$ cat config.mk
export PLATFORM = sky130hd
export DESIGN_NAME = valu_decoupled_wrapper
export DESIGN_NICKNAME = d
export VERILOG_FILES = /design/src/rtl/valu_decoupled_wrapper.sv
export SDC_FILE = /design/constraint.sdc
export NUM_CORES = 1
export LEC_CHECK = 0
export ABC_AREA = 0
export CAP_MARGIN = 20
export CELL_PAD_IN_SITES_DETAIL_PLACEMENT = 1
export CELL_PAD_IN_SITES_GLOBAL_PLACEMENT = 2
export CORE_ASPECT_RATIO = 1.25
export CORE_UTILIZATION = 30
export CTS_CLUSTER_SIZE = 24
export DETAILED_ROUTE_END_ITERATION = 8
export DONT_BUFFER_PORTS = 1
export PLACE_DENSITY_LB_ADDON = 0.1
export SKIP_CTS_REPAIR_TIMING = 1
export SLEW_MARGIN = 20
export SYNTH_ARGS = -nofsm -noshare
export SYNTH_HDL_FRONTEND = slang
export SYNTH_SLANG_ARGS = --single-unit
$ cat constraint.sdc
create_clock -name clk_i -period 17.8 [get_ports clk_i]
set_clock_uncertainty 0.2 [all_clocks]
set_input_delay 1.78 -clock clk_i [delete_from_list [all_inputs] [get_ports clk_i]]
set_output_delay 1.78 -clock clk_i [all_outputs]
set_load 0.005 [all_outputs]
$ cat src/rtl/valu_decoupled_wrapper.sv
// Per-lane VALU front end: request queue, operand/result FIFOs, decoupled issue and commit.
// Optional per-byte write masking (mask FIFO + ports) is compiled in with `define VALU_MASK_EN.

module valu_fifo #(
    parameter int DEPTH = 2,
    parameter int W     = 8
) (
    input  logic         clk_i,
    input  logic         rst_i,
    input  logic         i_push,
    input  logic         i_pop,
    input  logic [W-1:0] i_data,
    output logic [W-1:0] o_data,
    output logic         o_full,
    output logic         o_empty
);
    localparam int PW = (DEPTH > 1) ? $clog2(DEPTH) : 1;
    localparam int CW = $clog2(DEPTH + 1);

    logic [W-1:0]  r_mem [DEPTH];
    logic [PW-1:0] r_wr, r_rd;
    logic [CW-1:0] r_cnt;
    logic          w_push, w_pop;

    assign o_full  = (r_cnt == CW'(DEPTH));
    assign o_empty = (r_cnt == '0);
    assign w_push  = i_push & ~o_full;
    assign w_pop   = i_pop & ~o_empty;
    assign o_data  = r_mem[r_rd];

    always_ff @(posedge clk_i) if (w_push) r_mem[r_wr] <= i_data;

    always_ff @(posedge clk_i or posedge rst_i) begin
        if (rst_i) begin
            r_wr <= '0; r_rd <= '0; r_cnt <= '0;
        end else begin
            if (w_push) r_wr <= (r_wr == PW'(DEPTH - 1)) ? '0 : r_wr + 1'b1;
            if (w_pop)  r_rd <= (r_rd == PW'(DEPTH - 1)) ? '0 : r_rd + 1'b1;
            if (w_push && !w_pop)      r_cnt <= r_cnt + 1'b1;
            else if (w_pop && !w_push) r_cnt <= r_cnt - 1'b1;
        end
    end
endmodule

module valu_decoupled_wrapper #(
    parameter int LaneId        = 0,
    parameter int NrOperands    = 2,
    parameter int ReqBufDepth   = 2,
    parameter int ALUOpBufDepth = 4,
    parameter int ALUWBufDepth  = 2,
    parameter int NrLanes       = 4,
    parameter int ReqW          = 3 + 3 + 2 + NrOperands + 1 + 64 + 16 + 8
) (
    input  logic                         clk_i,
    input  logic                         rst_i,
    input  logic                         vfu_req_valid_i,
    output logic                         vfu_req_ready_o,
    input  logic [ReqW-1:0]              vfu_req_i,
    input  logic [1:0]                   target_vfu_i,
    output logic                         alu_done_o,
    output logic [2:0]                   alu_done_id_o,
    input  logic                         alu_done_gnt_i,
    input  logic [NrOperands-1:0]        op_valid_i,
    output logic [NrOperands-1:0]        op_ready_o,
    input  logic [NrOperands-1:0][63:0]  alu_op_i,
`ifdef VALU_MASK_EN
    input  logic                         mask_valid_i,
    output logic                         mask_ready_o,
    input  logic [7:0]                   mask_i,
`endif
    output logic [63:0]                  alu_result_wdata_o,
    output logic [7:0]                   alu_result_wstrb_o,
    output logic [7:0]                   alu_result_addr_o,
    output logic [2:0]                   alu_result_id_o,
    output logic                         alu_result_valid_o,
    input  logic                         alu_result_gnt_i
);
    localparam logic [1:0]  VfuValu = 2'd1;
    localparam int          LogNrLanes = $clog2(NrLanes);
    localparam int          QPW = (ReqBufDepth > 1) ? $clog2(ReqBufDepth) : 1;
    localparam int          QCW = $clog2(ReqBufDepth + 1);
    localparam logic [15:0] WordB = 16'd8;
    localparam logic [2:0]  OpSub = 3'd1, OpAnd = 3'd2, OpOr = 3'd3, OpXor = 3'd4, OpAdd3 = 3'd5;

    typedef struct packed {
        logic [2:0]            id;
        logic [2:0]            op;
        logic [1:0]            vew;
        logic [NrOperands-1:0] use_vs;
        logic                  vm;
        logic [63:0]           scalar;
        logic [15:0]           vl;
        logic [7:0]            waddr;
    } req_t;

    typedef enum logic [1:0] {SIdle, SCommit, SDone} state_e;

    // Byte-sliced add/sub; the carry chain restarts at every element boundary of width vew.
    function automatic logic [63:0] f_addsub(input logic [63:0] a, input logic [63:0] b,
                                             input logic sub, input logic [1:0] vew);
        logic [63:0] r;
        logic [8:0]  s;
        logic        cy;
        r  = '0;
        cy = sub;
        for (int k = 0; k < 8; k++) begin
            if ((3'(k) & ((3'd1 << vew) - 3'd1)) == 3'd0) cy = sub;
            s = {1'b0, a[8*k+:8]} + {1'b0, b[8*k+:8] ^ {8{sub}}} + {8'd0, cy};
            r[8*k+:8] = s[7:0];
            cy = s[8];
        end
        return r;
    endfunction

    function automatic logic [QPW-1:0] f_qinc(input logic [QPW-1:0] p);
        return (p == QPW'(ReqBufDepth - 1)) ? '0 : p + 1'b1;
    endfunction

    req_t                        r_req [ReqBufDepth];
    logic [QPW-1:0]              r_wptr, r_head, r_iss_ptr;
    logic [QCW-1:0]              r_cnt, r_iss_cnt;
    logic [15:0]                 r_iss_rem, r_commit_rem;
    logic                        r_iss_loaded;
    logic [7:0]                  r_waddr;
    state_e                      r_state, w_state_nxt;

    req_t                        w_in, w_iss;
    logic                        w_push, w_head_pop, w_head_vld, w_next_vld, w_wr_fire;
    logic [15:0]                 w_iss_rem, w_iss_rem_nxt, w_head_vl, w_next_vl;
    logic                        w_iss_vld, w_fire, w_iss_adv, w_ops_ok, w_mask_ok;
    logic [NrOperands-1:0]       w_need, w_op_empty, w_op_full;
    logic [NrOperands-1:0][63:0] w_op_data;
    logic [63:0]                 w_scal, w_a, w_c, w_res;
    logic [7:0]                  w_strb, w_mask_and;
    logic                        w_res_full, w_res_empty;
    logic                        w_unused;

    // ---------------- request queue ----------------
    always_comb begin
        w_in    = vfu_req_i;
        w_in.vl = w_in.vl >> LogNrLanes;
    end
    assign vfu_req_ready_o = (r_cnt != QCW'(ReqBufDepth));
    assign w_push     = vfu_req_valid_i & vfu_req_ready_o & (target_vfu_i == VfuValu);
    assign w_head_pop = alu_done_o & alu_done_gnt_i;
    assign w_head_vld = (r_cnt != '0);
    assign w_next_vld = (r_cnt > QCW'(1));
    assign w_head_vl  = r_req[r_head].vl;
    assign w_next_vl  = r_req[f_qinc(r_head)].vl;

    always_ff @(posedge clk_i) if (w_push) r_req[r_wptr] <= w_in;

    always_ff @(posedge clk_i or posedge rst_i) begin
        if (rst_i) begin
            r_wptr <= '0; r_head <= '0; r_cnt <= '0;
        end else begin
            if (w_push)     r_wptr <= f_qinc(r_wptr);
            if (w_head_pop) r_head <= f_qinc(r_head);
            if (w_push && !w_head_pop)      r_cnt <= r_cnt + 1'b1;
            else if (w_head_pop && !w_push) r_cnt <= r_cnt - 1'b1;
        end
    end

    // ---------------- operand FIFOs and issue ----------------
    genvar g;
    generate
        for (g = 0; g < NrOperands; g++) begin : g_op
            valu_fifo #(.DEPTH(ALUOpBufDepth), .W(64)) u_op (
                .clk_i(clk_i), .rst_i(rst_i), .i_push(op_valid_i[g]), .i_pop(w_fire & w_need[g]),
                .i_data(alu_op_i[g]), .o_data(w_op_data[g]), .o_full(w_op_full[g]),
                .o_empty(w_op_empty[g]));
        end
        if (NrOperands > 2) begin : g_c
            assign w_c = w_op_data[2];
        end else begin : g_noc
            assign w_c = '0;
        end
    endgenerate
    assign op_ready_o = ~w_op_full;

    assign w_iss     = r_req[r_iss_ptr];
    assign w_iss_vld = (r_iss_cnt != '0);
    assign w_iss_rem = r_iss_loaded ? r_iss_rem : w_iss.vl;
    always_comb begin
        w_need    = w_iss.use_vs;
        w_need[1] = 1'b1;
    end
    assign w_ops_ok      = &(~w_need | ~w_op_empty);
    assign w_fire        = w_iss_vld & w_ops_ok & ~w_res_full & w_mask_ok & (w_iss_rem != '0);
    assign w_iss_adv     = w_iss_vld & ((w_iss_rem == '0) | (w_fire & (w_iss_rem <= WordB)));
    assign w_iss_rem_nxt = (w_iss_rem > WordB) ? w_iss_rem - WordB : '0;

    always_comb begin
        unique case (w_iss.vew)
            2'd0:    w_scal = {8{w_iss.scalar[7:0]}};
            2'd1:    w_scal = {4{w_iss.scalar[15:0]}};
            2'd2:    w_scal = {2{w_iss.scalar[31:0]}};
            default: w_scal = w_iss.scalar;
        endcase
        w_a = w_iss.use_vs[0] ? w_op_data[0] : w_scal;
        case (w_iss.op)
            OpSub:   w_res = f_addsub(w_a, w_op_data[1], 1'b1, w_iss.vew);
            OpAnd:   w_res = w_a & w_op_data[1];
            OpOr:    w_res = w_a | w_op_data[1];
            OpXor:   w_res = w_a ^ w_op_data[1];
            OpAdd3:  w_res = f_addsub(f_addsub(w_a, w_op_data[1], 1'b0, w_iss.vew), w_c, 1'b0, w_iss.vew);
            default: w_res = f_addsub(w_a, w_op_data[1], 1'b0, w_iss.vew);
        endcase
        w_strb = (w_iss_rem >= WordB) ? 8'hFF : ((8'd1 << w_iss_rem[2:0]) - 8'd1);
        w_strb = w_strb & w_mask_and;
    end

`ifdef VALU_MASK_EN
    logic [7:0] w_mask;
    logic       w_mask_full, w_mask_empty;
    valu_fifo #(.DEPTH(ALUOpBufDepth), .W(8)) u_mask (
        .clk_i(clk_i), .rst_i(rst_i), .i_push(mask_valid_i), .i_pop(w_fire & ~w_iss.vm),
        .i_data(mask_i), .o_data(w_mask), .o_full(w_mask_full), .o_empty(w_mask_empty));
    assign mask_ready_o = ~w_mask_full;
    assign w_mask_ok    = w_iss.vm | ~w_mask_empty;
    assign w_mask_and   = w_iss.vm ? 8'hFF : w_mask;
    assign w_unused     = ^{w_iss.id, w_iss.waddr, 32'(LaneId)};
`else
    assign w_mask_ok  = 1'b1;
    assign w_mask_and = 8'hFF;
    assign w_unused   = ^{w_iss.id, w_iss.waddr, w_iss.vm, 32'(LaneId)};
`endif

    always_ff @(posedge clk_i or posedge rst_i) begin
        if (rst_i) begin
            r_iss_ptr <= '0; r_iss_cnt <= '0; r_iss_rem <= '0; r_iss_loaded <= 1'b0;
        end else begin
            if (w_iss_adv) begin
                r_iss_ptr    <= f_qinc(r_iss_ptr);
                r_iss_loaded <= 1'b0;
            end else if (w_fire) begin
                r_iss_rem    <= w_iss_rem_nxt;
                r_iss_loaded <= 1'b1;
            end
            if (w_push && !w_iss_adv)      r_iss_cnt <= r_iss_cnt + 1'b1;
            else if (w_iss_adv && !w_push) r_iss_cnt <= r_iss_cnt - 1'b1;
        end
    end

    valu_fifo #(.DEPTH(ALUWBufDepth), .W(72)) u_res (
        .clk_i(clk_i), .rst_i(rst_i), .i_push(w_fire), .i_pop(w_wr_fire),
        .i_data({w_res, w_strb}), .o_data({alu_result_wdata_o, alu_result_wstrb_o}),
        .o_full(w_res_full), .o_empty(w_res_empty));

    // ---------------- commit FSM ----------------
    always_ff @(posedge clk_i or posedge rst_i) begin
        if (rst_i) r_state <= SIdle;
        else       r_state <= w_state_nxt;
    end

    always_comb begin
        w_state_nxt = r_state;
        case (r_state)
            SIdle:   if (w_head_vld) w_state_nxt = (w_head_vl == '0) ? SDone : SCommit;
            SCommit: if (w_wr_fire && r_commit_rem <= WordB) w_state_nxt = SDone;
            SDone:   if (alu_done_gnt_i)
                         w_state_nxt = (w_next_vld && w_next_vl != '0) ? SCommit : SIdle;
            default: w_state_nxt = SIdle;
        endcase
    end

    always_comb begin
        alu_result_valid_o = (r_state == SCommit) && !w_res_empty;
        alu_done_o         = (r_state == SDone);
    end

    assign w_wr_fire         = alu_result_valid_o & alu_result_gnt_i;
    assign alu_result_addr_o = r_waddr;
    assign alu_result_id_o   = r_req[r_head].id;
    assign alu_done_id_o     = r_req[r_head].id;

    always_ff @(posedge clk_i or posedge rst_i) begin
        if (rst_i) begin
            r_commit_rem <= '0; r_waddr <= '0;
        end else if (r_state == SIdle && w_head_vld) begin
            r_commit_rem <= w_head_vl;
            r_waddr      <= r_req[r_head].waddr;
        end else if (w_wr_fire) begin
            r_commit_rem <= (r_commit_rem > WordB) ? r_commit_rem - WordB : '0;
            r_waddr      <= r_waddr + 8'd1;
        end else if (w_head_pop && w_next_vld) begin
            r_commit_rem <= w_next_vl;
            r_waddr      <= r_req[f_qinc(r_head)].waddr;
        end
    end
endmodule

After elaboration in Yosys (flattened, before gate mapping). Memory sizes are Yosys's and may differ from the RTL's. Cells that the tools add are included.

Register bits after elaboration: 68. RAM bits: 850. Logic and storage cells: 324. Output and inout port bits: 91. Bits of input ports: 236. Memories: 4.

Memories: g_op[0].u_op.r_mem (words 4, width 64, rd ports 1, clocked after memory_dff 0, wr ports 1, RTL line 20) `logic [W-1:0] r_mem [DEPTH];`; g_op[1].u_op.r_mem (words 4, width 64, rd ports 1, clocked after memory_dff 0, wr ports 1, RTL line 20); r_req (words 2, width 97, rd ports 3, clocked after memory_dff 0, wr ports 1, RTL line 119) `req_t r_req [ReqBufDepth];`; u_res.r_mem (words 2, width 72, rd ports 1, clocked after memory_dff 0, wr ports 1, RTL line 20).

$lt $le $gt $ge: 6. Mux-type cells: 107. Shift-type cells: 2. Bitwise logic cells: 39. Equal/unequal tests: 21. Reductions and logical operators: 54. $add $sub $neg: 72.

Operator list (count): 64-bit one-hot mux with 5 select lines (1); 64-bit one-hot mux with 3 select lines (1); 9-bit by 1-bit adder with 9-bit output (21); 8-bit by 8-bit adder with 9-bit output (14); 16-bit 2-to-1 mux (6); 1-bit 2-to-1 mux (75); 64-bit bitwise AND (1); 64-bit 2-to-1 mux (1); 8-bit inverter (8); 64-bit OR (1); 64-bit bitwise XOR (1); 8-bit by 1-bit adder with 9-bit output (7); 8-bit by 1-bit adder with 8-bit output (4); 16-bit by 4-bit > comparator with 1-bit output (second input constant) (2); 16-bit by 4-bit less-or-equal comparator with 1-bit output (second input constant) (2); 16-bit logical NOT (2); 8-bit 2-to-1 mux (4); 16-bit nonzero test (2); 16-bit by 4-bit subtractor with 16-bit output (second input constant) (2); 2-bit 2-to-1 mux (14); 3-bit logical NOT (9); 8-bit adder (2); 1-bit bitwise AND (16); 16-bit by 4-bit >= comparator with 1-bit output (second input constant) (1); 31 further kinds (104).

Depth between registers and ports, before layout. Gate-level depths: netlist of the first run. An unclocked memory read counts as a cell.

Depth after elaboration: 29. Depth in mapped cells: 78. Mapped depth without buffers: 75.

Modules after synthesis. A second synthesis of the first run with hierarchy kept.

Cell total of the unflattened synthesis: 3529. Area, all modules: 47207.8 um^2.

Modules (own cells, without submodules): valu_decoupled_wrapper (area each 22093.7 um^2, cells an instance 2541, times used 1, sequential area each 6956.7 um^2); valu_fifo at g_op[0].u_op ... (area each 9684.3 um^2, cells an instance 372, times used 2, sequential area each 7862.5 um^2); valu_fifo at u_res (area each 5745.5 um^2, cells an instance 244, times used 1, sequential area each 4424.2 um^2).

Worst setup path after synthesis of the first run. No wires, ideal clock.

Path kind: reg2reg. Start: register g_op[0].u_op.r_rd[0]. End: memory u_res.r_mem[0][70] (data pin). Stages on the path, launching flop included: 78. Library setup time: 0.261 ns. Arrival: 15.152 ns. Buffers on the path: 2. Data required time: 17.339 ns. Clock period less this slack: 15.613 ns. Slack: 2.187 ns. Path through: dfrtp_1 -> clkbuf_1 -> buf_1 -> mux4_2 -> nand2_1 -> a21boi_0 -> ha_1 -> fa_1 -> o21bai_1 -> a21oi_1 -> o21bai_1 -> a21oi_1 -> nor2_1 -> nor2_1 -> o21ai_0 -> fa_1 -> fa_1 -> a21oi_1 -> [42 not listed] -> fa_1 -> inv_1 -> fa_1 -> nor2b_1 -> o21bai_1 -> a21oi_1 -> o21ai_0 -> a21oi_1 -> nor2_1 -> o21ai_0 -> fa_1 -> fa_1 -> a21oi_1 -> o21bai_1 -> a21oi_1 -> o21ai_0 -> or3_1 -> o2111a_1.

Word-level cells in the longest chain between the ends: 27. Elaborated cells between the ends (all ways): 110. Those cells by class: add/sub (48); mux (58); bitwise (3); memory (1).

Ends and longest elaborated chain: start, declared (RTL line 21) `logic [PW-1:0] r_wr, r_rd;`; start signal, assigned (RTL line 38) `if (w_pop) r_rd <= (r_rd == PW'(DEPTH - 1)) ? '0 : r_rd + 1'b1;`; memory 4 x 64 bit *; 64-bit 2-to-1 mux * (RTL line 200) `w_a = w_iss.use_vs[0] ? w_op_data[0] : w_scal;`; 8-bit by 8-bit adder with 9-bit output (RTL line 108) `s = {1'b0, a[8*k+:8]} + {1'b0, b[8*k+:8] ^ {8{sub}}} + {8'd0, cy};`; 9-bit by 1-bit adder with 9-bit output (RTL line 108); 1-bit 2-to-1 mux or 8-bit by 1-bit adder with 9-bit output (tied branches) (RTL line 107, 108); 1-bit 2-to-1 mux (on tied branches) (RTL line 201, 107); 9-bit by 1-bit adder with 9-bit output or 1-bit 2-to-1 mux (tied branches) (RTL line 108, 201); 1-bit 2-to-1 mux or 8-bit by 1-bit adder with 9-bit output (tied branches) (RTL line 107, 108); [12 not listed]; 1-bit 2-to-1 mux (on tied branches) (RTL line 201, 107); 9-bit by 1-bit adder with 9-bit output or 1-bit 2-to-1 mux (tied branches) (RTL line 108, 201); 1-bit 2-to-1 mux or 8-bit by 1-bit adder with 9-bit output (tied branches) (RTL line 107, 108); 1-bit 2-to-1 mux (on tied branches) (RTL line 201, 107); 8-bit by 1-bit adder with 8-bit output or 1-bit 2-to-1 mux (tied branches) (RTL line 108, 201); 8-bit by 1-bit adder with 8-bit output (RTL line 108); 64-bit one-hot mux with 5 select lines * (RTL line 201) `case (w_iss.op)`; via u_res.i_data[70] (RTL line 12) `input logic [W-1:0] i_data,`; end, declared (RTL line 20).

The timed path passes the listed nets; every way through them passes the cells marked *. The select of a mux whose other input is x is not followed.

Worst setup path in the final report of the first run.
Start: register g_op[0].u_op.r_rd[0]. End: memory u_res.r_mem[1][70] (data pin).

Same word-level chain as after synthesis.

==> results.md, run 1 <==
- Pwr dens: 222 nW/um2
- Clk_lat worst skew: 0.78 ns
- Slew @ Worst Pin: 1.09 ns
- Routability cong.: 0.846
- Detailed Routing Iterations Pass 1: 5
- CP max stage delay: 0.51 ns
- Share of the synthesized area in the top cell type: 55.5%
- Starting Density: 30.3%
- Die span in x: 351 um
- XOR/XNOR share of the synthesized area: 1.96%
- DR WL/cell: 28.0 um
- H-tree depth: 3
- Grt ovf: 0
- Post-Place Worst Slack: 0.169 ns
- Area delta synth->final: 14.1%
- Status: finished clean
- Synth Net Count: 3904
- Slew headroom: 26.4%
- Hold Vio Cnt, Final: 0
- CTS Buf Count: 103
- Gate Count Post-Synth: 3422
- Ys async rst share: 7.44%
- VDD IR-drop max: 120 uV
- WP data arrival: 16.94 ns
- Critical Path Start Type: register
- Crit path capture type: register
- Cell mode on critical path: a21oi_1
- Post-synth EDFFs: 846
- Crit-path max FO: 6
- Clock sink count: 914
- #FFs+latches synth: 914
- Post-synthesis sequential area ratio: 59.3%
- Mapped cell area: 45700 um2
- Hold WS: 0.270 ns
- Post-Synth Simple-Gate Area: 6.79%
- Fmax: 60.1 MHz
- Max_cap viols: 0
- Netlist cell types: 89
- FP Rows: 159
- Delay-heaviest family, CP: compound AO/OA/AOI/OAI gates
- CP max-delay cell: mux4_2
- Finished Cell Area: 52200 um2
- # DRC: 0
- Routed WL: 157 mm
- Leakage power: 18.3 nW
- DP Area: 48700 um2
- IO Pins: 327
- Largest cells by area after synthesis: edfxtp_1 56%, ha_1 6.0%, mux4_2 5.7%
- # fillers: 16.0k
- Routed Antenna Nets: 0
- Die area: 154000 um2
- Worst min-delay path class: reg2reg
- Finished Layout Cells: 5602
- Post-Synth Adder-Cell Area: 7.14%
- Port Buffers: 0
- Initial antenna violation count: 11
- Drt via density: 5.09
- Area leader, netlist: edfxtp_1
- CTS root buf: clkbuf_16
- Ys Warns: 0
- Gr usage total: 20.2%
- RSZ-0062 raised after global routing: false
- TNS Setup: 0 ns
- Share of cells above drive strength 1: 16.6%
- Internal power: 6.51 mW
- TritonCTS clock tree: built
- Placed insts: 5400
- CTS Buffer Depth: 3
- WP buf/inv: 8
- Final net count: 3978
- Vias: 28.5k
- Post-synthesis mux area share: 10.9%
- Most common cell after layout, fill and taps aside: edfxtp_1
- Final period utilization: 93.5%
- Critical path required time: 18.10 ns
- Clock power frac: 18.5%
- Reg power frac: 28.2%
- Die height: 439 um
- Setup-failing EPs final: 0
- Reg clk slew, reported paths: 0.06 ns
- 1st-iter DRT viols: 1662
- First-pass GRT wire length: 221 mm
- Fin crit period: 16.64 ns
- Top_reg_cell synth: edfxtp_1
- Core Area: 151000 um2
- Final Max Tran Viols: 0
- Switching power total: 5.11 mW
- Sw frac: 44.0%
- Most frequent cells in the layout: 846 x edfxtp_1, 281 x nand2_1, 232 x o21ai_0
- Gate power share: 53.2%
- Crit path kind: reg2reg
- Largest net degree at the start of global routing: 73
- DP Wirelength: 117 mm
- Largest family of logic cells by synthesized area: multiplexers
- Fin worst setup slack: 1.16 ns
- Mean Syn Cell Area: 13.4 um2
- Vias in the first global route: 30.2k
- Post-synthesis compound-gate area fraction: 10.6%
==> synthesized netlist by cell type (28+ instances only) <==
cell      instances
inv_1           213
o21ai_0         251
a211oi_1         34
mux2_2          125
edfxtp_1        846
xor2_1           41
nand2_1         281
clkbuf_1        116
dfrtp_1          68
a21oi_1         185
mux2i_1          84
mux4_2          116
o211ai_1         28
xnor2_1          59
nor2_1          164
nor3_1           50
ha_1            221
==> worst reg2reg max path: cells and delay by family, from the launching register on <==
kind / cells / cell delay (ns)
and+or+nand+nor: 12 / 1.64
adders and majority gates: 16 / 6.14
DFF: 1 / 0.48
buffers and inverters: 8 / 1.07
muxes: 1 / 0.51
AOI/OAI and AO/OA: 43 / 6.38
==> cell type report <==
cell class	instances	area, um2	area share, %
Clock inverter	54	658	1.26
Inverter	214	805	1.54
Timing Repair Buffer	138	1040	1.99
Tap cell	2012	2520	4.82
Multi-Input combinational cell	2125	17300	33.1
Antenna cell	8	20.0	0.0384
Clock buffer	137	2780	5.32
Sequential cell	914	27100	52.0
==> per-layer routing <==
metal	wire (um)	part of all wire (%)	GRT usage (%)
met2	76100	49	33.8
met4	3430	2.2	5.34
met5	63	0.040	0
met1	67900	43	25.8
met3	9380	6.0	5.08
==> stage by stage <==
stage                     utilization [%]  power [mW]
final                                34.6        11.6
after global routing                 34.6        12.4
after CTS                            34.6        11.8
after detailed placement             32.3        9.56
after global placement               32.3        9.41
after floorplan                         -        7.15
==> cells by family after synthesis <==
group                    after synthesis
flip-flops                           914
AO/OA/AOI/OAI                        768
AND/OR/NAND/NOR                      678
buffers and inverters                383
multiplexers                         332
adder cells (fa/ha/maj)              246
XOR/XNOR                             101
==> final timing paths <==
path                                 startpoint                   end  slack [ns]  cells after the start
min in group asynchronous                 rst_i  g_op[0].u_op.r_wr[1]        0.67                      1
max                        g_op[0].u_op.r_rd[0]    u_res.r_mem[1][70]        1.16                     80
min reg2reg                        r_iss_cnt[1]          r_iss_cnt[1]        0.27                      1
min                                r_iss_cnt[1]          r_iss_cnt[1]        0.27                      1
max reg2reg                g_op[0].u_op.r_rd[0]    u_res.r_mem[1][70]        1.16                     80
max in group asynchronous                 rst_i            u_res.r_rd       15.37                      2
==> state kept, by name, indices dropped and copies added (netlist names), 2 cells and up <==
signal	count
g_op.u_op.r_rd	4
g_op.u_op.r_mem	512
alu_result_addr_o	8
r_req	190
g_op.u_op.r_wr	4
r_cnt	2
u_res.r_cnt	2
g_op.u_op.r_cnt	6
r_commit_rem	16
u_res.r_mem	144
r_iss_cnt	2
r_state	2
r_iss_rem	16
==> power groups by stage <==
| stage | Clock, mW | Sequential, mW | Combinational (mW) |
|---|---|---|---|
| floorplan | 0 | 3.25 | 3.90 |
| global placement | 0 | 3.30 | 6.11 |
| detailed placement | 0 | 3.33 | 6.23 |
| CTS | 2.22 | 3.29 | 6.25 |
| global route | 2.28 | 3.33 | 6.77 |
| finish | 2.15 | 3.28 | 6.18 |
(Power assumes the default switching activity.)
==> inputs of run 2 (changes only) <==
- CTS_CLUSTER_DIAMETER: not set -> 200
- SETUP_SLACK_MARGIN: not set -> 0.2
==> run 2 against run 1 <==
- clock power is 44% lower
- non-clock buffer count is 3 higher
- hold slack improved by 0.0088 ns
- core utilization is 1.4 points lower
- total power fell by 8.1%
- worst setup slack improved by 0.17 ns
- register-to-register slack improved by 0.17 ns
- global-route usage shrank 0.24 points
- combinational power about the same
- maximum frequency grew 1.0%
- clock-buffer cell count shrank 59
- critical path type unchanged
==> results.md, run 2 (synthesis results as in run 1) <==
- Share of cells above drive strength 1: 14.2% (-2.4 points)
- Port Buffers: 0 (unchanged)
- Sw frac: 46.1% (+2.1 points)
- Clk_lat worst skew: 0.70 ns (-0.08 ns)
- Seq. cell area: 27100 um2 (unchanged)
- Setup-failing EPs final: 0 (unchanged)
- Critical Path Start Type: register
- Fmax: 60.7 MHz (+1.0%)
- Largest net degree at the start of global routing: 73 (unchanged)
- Gr usage total: 20.0% (-0.24 points)
- Fin crit period: 16.47 ns (-0.172 ns)
- Die height: 439 um (unchanged)
- 1st-iter DRT viols: 1477 (-11%)
- TritonCTS clock tree: built
- Routed WL: 156 mm (-0.48%)
- VDD IR-drop max: 120 uV (+0.13%)
- Cell mode on critical path: a21oi_1
- Multi-input logic area: 17300 um2 (about the same)
- Crit-path max FO: 6 (unchanged)
- Core Area: 151000 um2 (unchanged)
- Initial antenna violation count: 10 (-1)
- Gate power share: 58.1% (+4.9 points)
- Final period utilization: 92.5% (-0.97 points)
- Final net count: 3922 (-1.4%)
- Max reg flops: 512 (unchanged)
- H-tree depth: 2 (-1)
- # fillers: 16.1k (+0.66%)
- Finished Cell Area: 50100 um2 (-4.0%)
- Grt ovf: 0 (unchanged)
- Clock sink count: 914 (unchanged)
- Pwr dens: 213 nW/um2 (-4.3%)
- CTS Buf Count: 44 (-57%)
- Switching power total: 4.92 mW (-3.7%)
- Status: finished clean
- Routability cong.: 0.846 (unchanged)
- Largest registers: g_op.u_op.r_mem (512), r_req (190), u_res.r_mem (144)
- Die area: 154000 um2 (unchanged)
- Slew headroom: 21.3% (-5.1 points)
- Worst min-delay path class: reg2reg
- IO Pins: 327 (unchanged)
- Internal power: 5.75 mW (-12%)
- FP Rows: 159 (unchanged)
- Vias in the first global route: 29.7k (-1.6%)
- Die span in x: 351 um (unchanged)
- Critical path required time: 18.04 ns (-0.06 ns)
- Hold Vio Cnt, Final: 0 (unchanged)
- Starting Density: 30.3% (unchanged)
- Routed Antenna Nets: 0 (unchanged)
- CP max-delay cell: mux4_2
- Detailed Routing Iterations Pass 1: 5 (unchanged)
- Reg clk slew, reported paths: 0.11 ns (+0.05 ns)
- Fin worst setup slack: 1.33 ns (+0.172 ns)
- Max_cap viols: 0 (unchanged)
- TNS Setup: 0 ns (unchanged)
- DR WL/cell: 28.4 um (+1.5%)
- Vias: 28.2k (-1.2%)
- Post-Place Worst Slack: 0.169 ns (unchanged)
- Crit path kind: reg2reg
- Clock power frac: 11.3% (-7.2 points)
- # DRC: 0 (unchanged)
- Drt via density: 5.13 (+0.71%)
- CTS Buffer Depth: 3 (unchanged)
- WP data arrival: 16.71 ns (-0.23 ns)
- RSZ-0062 raised after global routing: false
- CP max stage delay: 0.51 ns (about the same)
- Most frequent cells in the layout: 846 x edfxtp_1, 281 x nand2_1, 232 x o21ai_0
- Slew @ Worst Pin: 1.17 ns (+0.0774 ns)
- DP Area: 48700 um2 (unchanged)
- First-pass GRT wire length: 219 mm (-0.92%)
- Top reg by flops: g_op.u_op.r_mem
- DP Wirelength: 117 mm (unchanged)
- Leakage power: 17.3 nW (-5.6%)
- Final Max Tran Viols: 0 (unchanged)
- Most common cell after layout, fill and taps aside: edfxtp_1
- Reg power frac: 30.7% (+2.5 points)
- CTS root buf: clkbuf_16
- Area delta synth->final: 9.58%
- Crit path capture type: register
[run 2: cell types whose count changed in the layout (fill, tap and decap cells not counted), moves of 7 or more]
cell,delta
clkbuf_16,-59
clkinv_2,-17
clkinv_1,-11
bufinv_16,-9
clkbuf_1,+7
clkbuf_8,-7
[run 2: per-layer routing]
| layer | vias up | routed length (um) | track usage [%] | share of wire, % |
|---|---|---|---|---|
| met5 | - | 70 | 0 | 0.045 |
| met4 | 10 | 3070 | 4.47 | 2.0 |
| met3 | 102 | 8960 | 4.49 | 5.7 |
| met2 | 489 | 76300 | 33.9 | 49 |
| met1 | 14700 | 67600 | 25.8 | 43 |
| li1 | 12900 | - | - | - |
[run 2: critical path, delay by kind of cell, from the launching register on]
kind	cells	cell delay, ns
AND/OR/NAND/NOR	12	1.62
buffers and inverters	8	1.08
multiplexers	1	0.51
flip-flops	1	0.49
AO/OA/AOI/OAI	43	6.20
adder cells (fa/ha/maj)	16	6.07
[run 2: worst paths after layout]
check | from | endpoint | slack (ns) | depth (start not counted)
setup / recovery | g_op[0].u_op.r_rd[0] | u_res.r_mem[1][70] | 1.33 | 80
hold / removal | r_iss_cnt[1] | r_iss_cnt[1] | 0.28 | 1
setup reg to reg | g_op[0].u_op.r_rd[0] | u_res.r_mem[1][70] | 1.33 | 80
hold reg to reg | r_iss_cnt[1] | r_iss_cnt[1] | 0.28 | 1
max in group asynchronous | rst_i | r_iss_ptr | 15.33 | 2
min in group asynchronous | rst_i | g_op[0].u_op.r_wr[1] | 0.73 | 1
[run 2: metrics by stage]
stage / utilization, % / power, mW / hold slack [ns] / instances
finish: 33.2 / 10.7 / 0.279 / 5495
floorplan: - / 7.15 / 0.241 / 3422
detailed placement: 32.3 / 9.56 / 0.262 / 5400
global route: 33.2 / 11.4 / 0.320 / 5488
CTS: 33.2 / 10.8 / 0.282 / 5482
global placement: 32.3 / 9.41 / 0.256 / 5399
[run 2: power by group through the flow]
stage,Combinational (mW),Sequential (mW),Clock [mW]
floorplan,3.90,3.25,0
global placement,6.11,3.30,0
detailed placement,6.23,3.33,0
CTS,6.26,3.28,1.26
global route,6.78,3.33,1.31
finish,6.19,3.27,1.20
[run 2: area by class of cell]
| class | instances | area share, % |
|---|---|---|
| clock buffers | 78 | 2.45 |
| diodes | 7 | 0.0350 |
| flip-flops and latches | 914 | 54.1 |
| well taps | 2012 | 5.02 |
| inverters | 214 | 1.61 |
| clock inverters | 4 | 0.192 |
| multi-input cells | 2125 | 34.4 |
| repair buffers | 141 | 2.12 |
==> inputs of run 3 (changes only) <==
- DONT_BUFFER_PORTS: 1 -> not set
==> run 3 against run 2 <==
- worst setup slack better by 0.31 ns
- sequential cell count unchanged
- first-iteration DRC count up 12%
- total power up 1.8%
- maximum frequency up 1.9%
- die area unchanged
- core utilization up 2.0 points
- critical endpoint unchanged
- largest cell class unchanged
- largest power group unchanged
==> results.md, run 3 (synthesis results as in run 1) <==
- Crit path kind: reg2reg
- Most frequent cells in the layout: 846 x edfxtp_1, 322 x clkdlybuf4s50_1, 281 x nand2_1
- # fillers: 16.1k (-0.044%)
- RSZ-0062 raised after global routing: false
- WP buf/inv: 8 (unchanged)
- Crit-path max FO: 7 (+1)
- Final period utilization: 90.8% (-1.7 points)
- Area delta synth->final: 16.3%
- Final net count: 4227 (+7.8%)
- Detailed Routing Iterations Pass 1: 7 (+2)
- CTS root buf: clkbuf_16
- Hold WS: 0.275 ns (-0.00404 ns)
- Status: finished clean
- Cell mode on critical path: a21oi_1
- Routability cong.: 0.834 (-1.5%)
- Largest registers: g_op.u_op.r_mem (512), r_req (190), u_res.r_mem (144)
- Delay-heaviest family, CP: adder cells
- Die height: 439 um (unchanged)
- Slew headroom: 27.7% (+6.4 points)
- Reg clk slew, reported paths: 0.11 ns (about the same)
- Grt ovf: 0 (unchanged)
- Gr usage total: 20.0% (+0.050 points)
- VDD IR-drop max: 94.8 uV (-21%)
- TNS Setup: 0 ns (unchanged)
- Die span in x: 351 um (unchanged)
- Pwr dens: 204 nW/um2 (-4.1%)
- Final Max Tran Viols: 0 (unchanged)
- DP Wirelength: 115 mm (-1.4%)
- Max reg flops: 512 (unchanged)
- CTS Buf Count: 44 (unchanged)
- Worst min-delay path class: reg2reg
- # DRC: 0 (unchanged)
- DR WL/cell: 26.9 um (-5.3%)
- Clk_lat worst skew: 0.70 ns (about the same)
- Leakage power: 18.5 nW (+6.8%)
- Die area: 154000 um2 (unchanged)
- Hold Vio Cnt, Final: 0 (unchanged)
- Max_cap viols: 0 (unchanged)
- Starting Density: 30.3% (unchanged)
- Core Area: 151000 um2 (unchanged)
- Largest net degree at the start of global routing: 63 (-14%)
- Critical path required time: 18.03 ns (about the same)
- Share of cells above drive strength 1: 12.6% (-1.5 points)
- CP max stage delay: 0.57 ns (+0.06 ns)
- Routed Antenna Nets: 0 (unchanged)
- CTS Buffer Depth: 3 (unchanged)
- TritonCTS clock tree: built
- Top reg by flops: g_op.u_op.r_mem
- Drt via density: 5.03 (-1.9%)
- Most common cell after layout, fill and taps aside: edfxtp_1
- Initial antenna violation count: 23 (+13)
- Critical Path Start Type: register
- FP Rows: 159 (unchanged)
- H-tree depth: 2 (unchanged)
- Setup-failing EPs final: 0 (unchanged)
- Crit path capture type: register
- Clock sink count: 914 (unchanged)
- Slew @ Worst Pin: 1.07 ns (-0.0949 ns)
- Fmax: 61.9 MHz (+1.9%)
- Fin crit period: 16.16 ns (-0.309 ns)
- CP max-delay cell: dfrtp_4
- 1st-iter DRT viols: 1656 (+12%)
- Vias in the first global route: 30.5k (+2.8%)
- First-pass GRT wire length: 222 mm (+1.1%)
- IO Pins: 327 (unchanged)
- Routed WL: 156 mm (-0.22%)
- Port Buffers: 322 (+322)
- WP data arrival: 16.39 ns (-0.32 ns)
- Vias: 29.1k (+3.4%)
## run 3: changes by cell type in the layout (fill, tap and decap cells not counted), sizes merged
cell           delta
buf              -18
clkbuf            -8
clkdlybuf4s50   +322
diode             -2
## run 3: final timing paths
path	start	cells past startpoint	slack, ns	endpoint
min in group asynchronous	rst_i	2	1.30	alu_result_addr_o[6]
worst max register to register	r_iss_ptr	80	1.64	u_res.r_mem[1][70]
worst max-delay path	r_iss_ptr	80	1.64	u_res.r_mem[1][70]
worst min-delay path	r_iss_cnt[1]	1	0.27	r_iss_cnt[1]
max in group asynchronous	rst_i	3	14.99	g_op[0].u_op.r_rd[0]
worst min register to register	r_iss_cnt[1]	1	0.27	r_iss_cnt[1]
## run 3: where the power goes
| part | total, mW | switching [mW] | internal, mW |
|---|---|---|---|
| Sequential | 3.26 | 0.183 | 3.08 |
| Clock | 1.19 | 0.710 | 0.476 |
| Combinational | 6.41 | 4.01 | 2.40 |
| Total | 10.9 | 4.90 | 5.96 |
## run 3: cell type report
class                      count  area [um2]  share of cell area [%]
timing repair buffer         446        4170                    7.84
inverter                     214         805                    1.51
multi-input combinational   2125       17300                    32.5
antenna                        5        12.5                  0.0235
clock inverter                 4        96.3                   0.181
clock buffer                  69        1190                    2.25
sequential                   914       27100                    51.0
tap                         2012        2520                    4.73
## run 3: stage by stage
stage | util, % | instances | setup WS, ns | power (mW) | instance area (um2)
floorplan | - | 3422 | 2.19 | 7.15 | 45700
global placement | 34.4 | 5708 | 0.923 | 9.75 | 51800
detailed placement | 34.4 | 5708 | 0.908 | 9.79 | 51800
CTS | 35.2 | 5781 | 0.806 | 11.0 | 53100
global route | 35.3 | 5784 | 0.236 | 11.6 | 53200
finish | 35.3 | 5789 | 1.64 | 10.9 | 53200
## run 3: metal layers
metal	wire, um	part of all wire (%)	track usage, %	vias up
li1	-	-	-	13500
met1	72600	47	28.0	15100
met2	75200	48	33.6	464
met3	5230	3.4	2.10	99
met4	2730	1.8	3.72	2
met5	13	0.0083	0	-
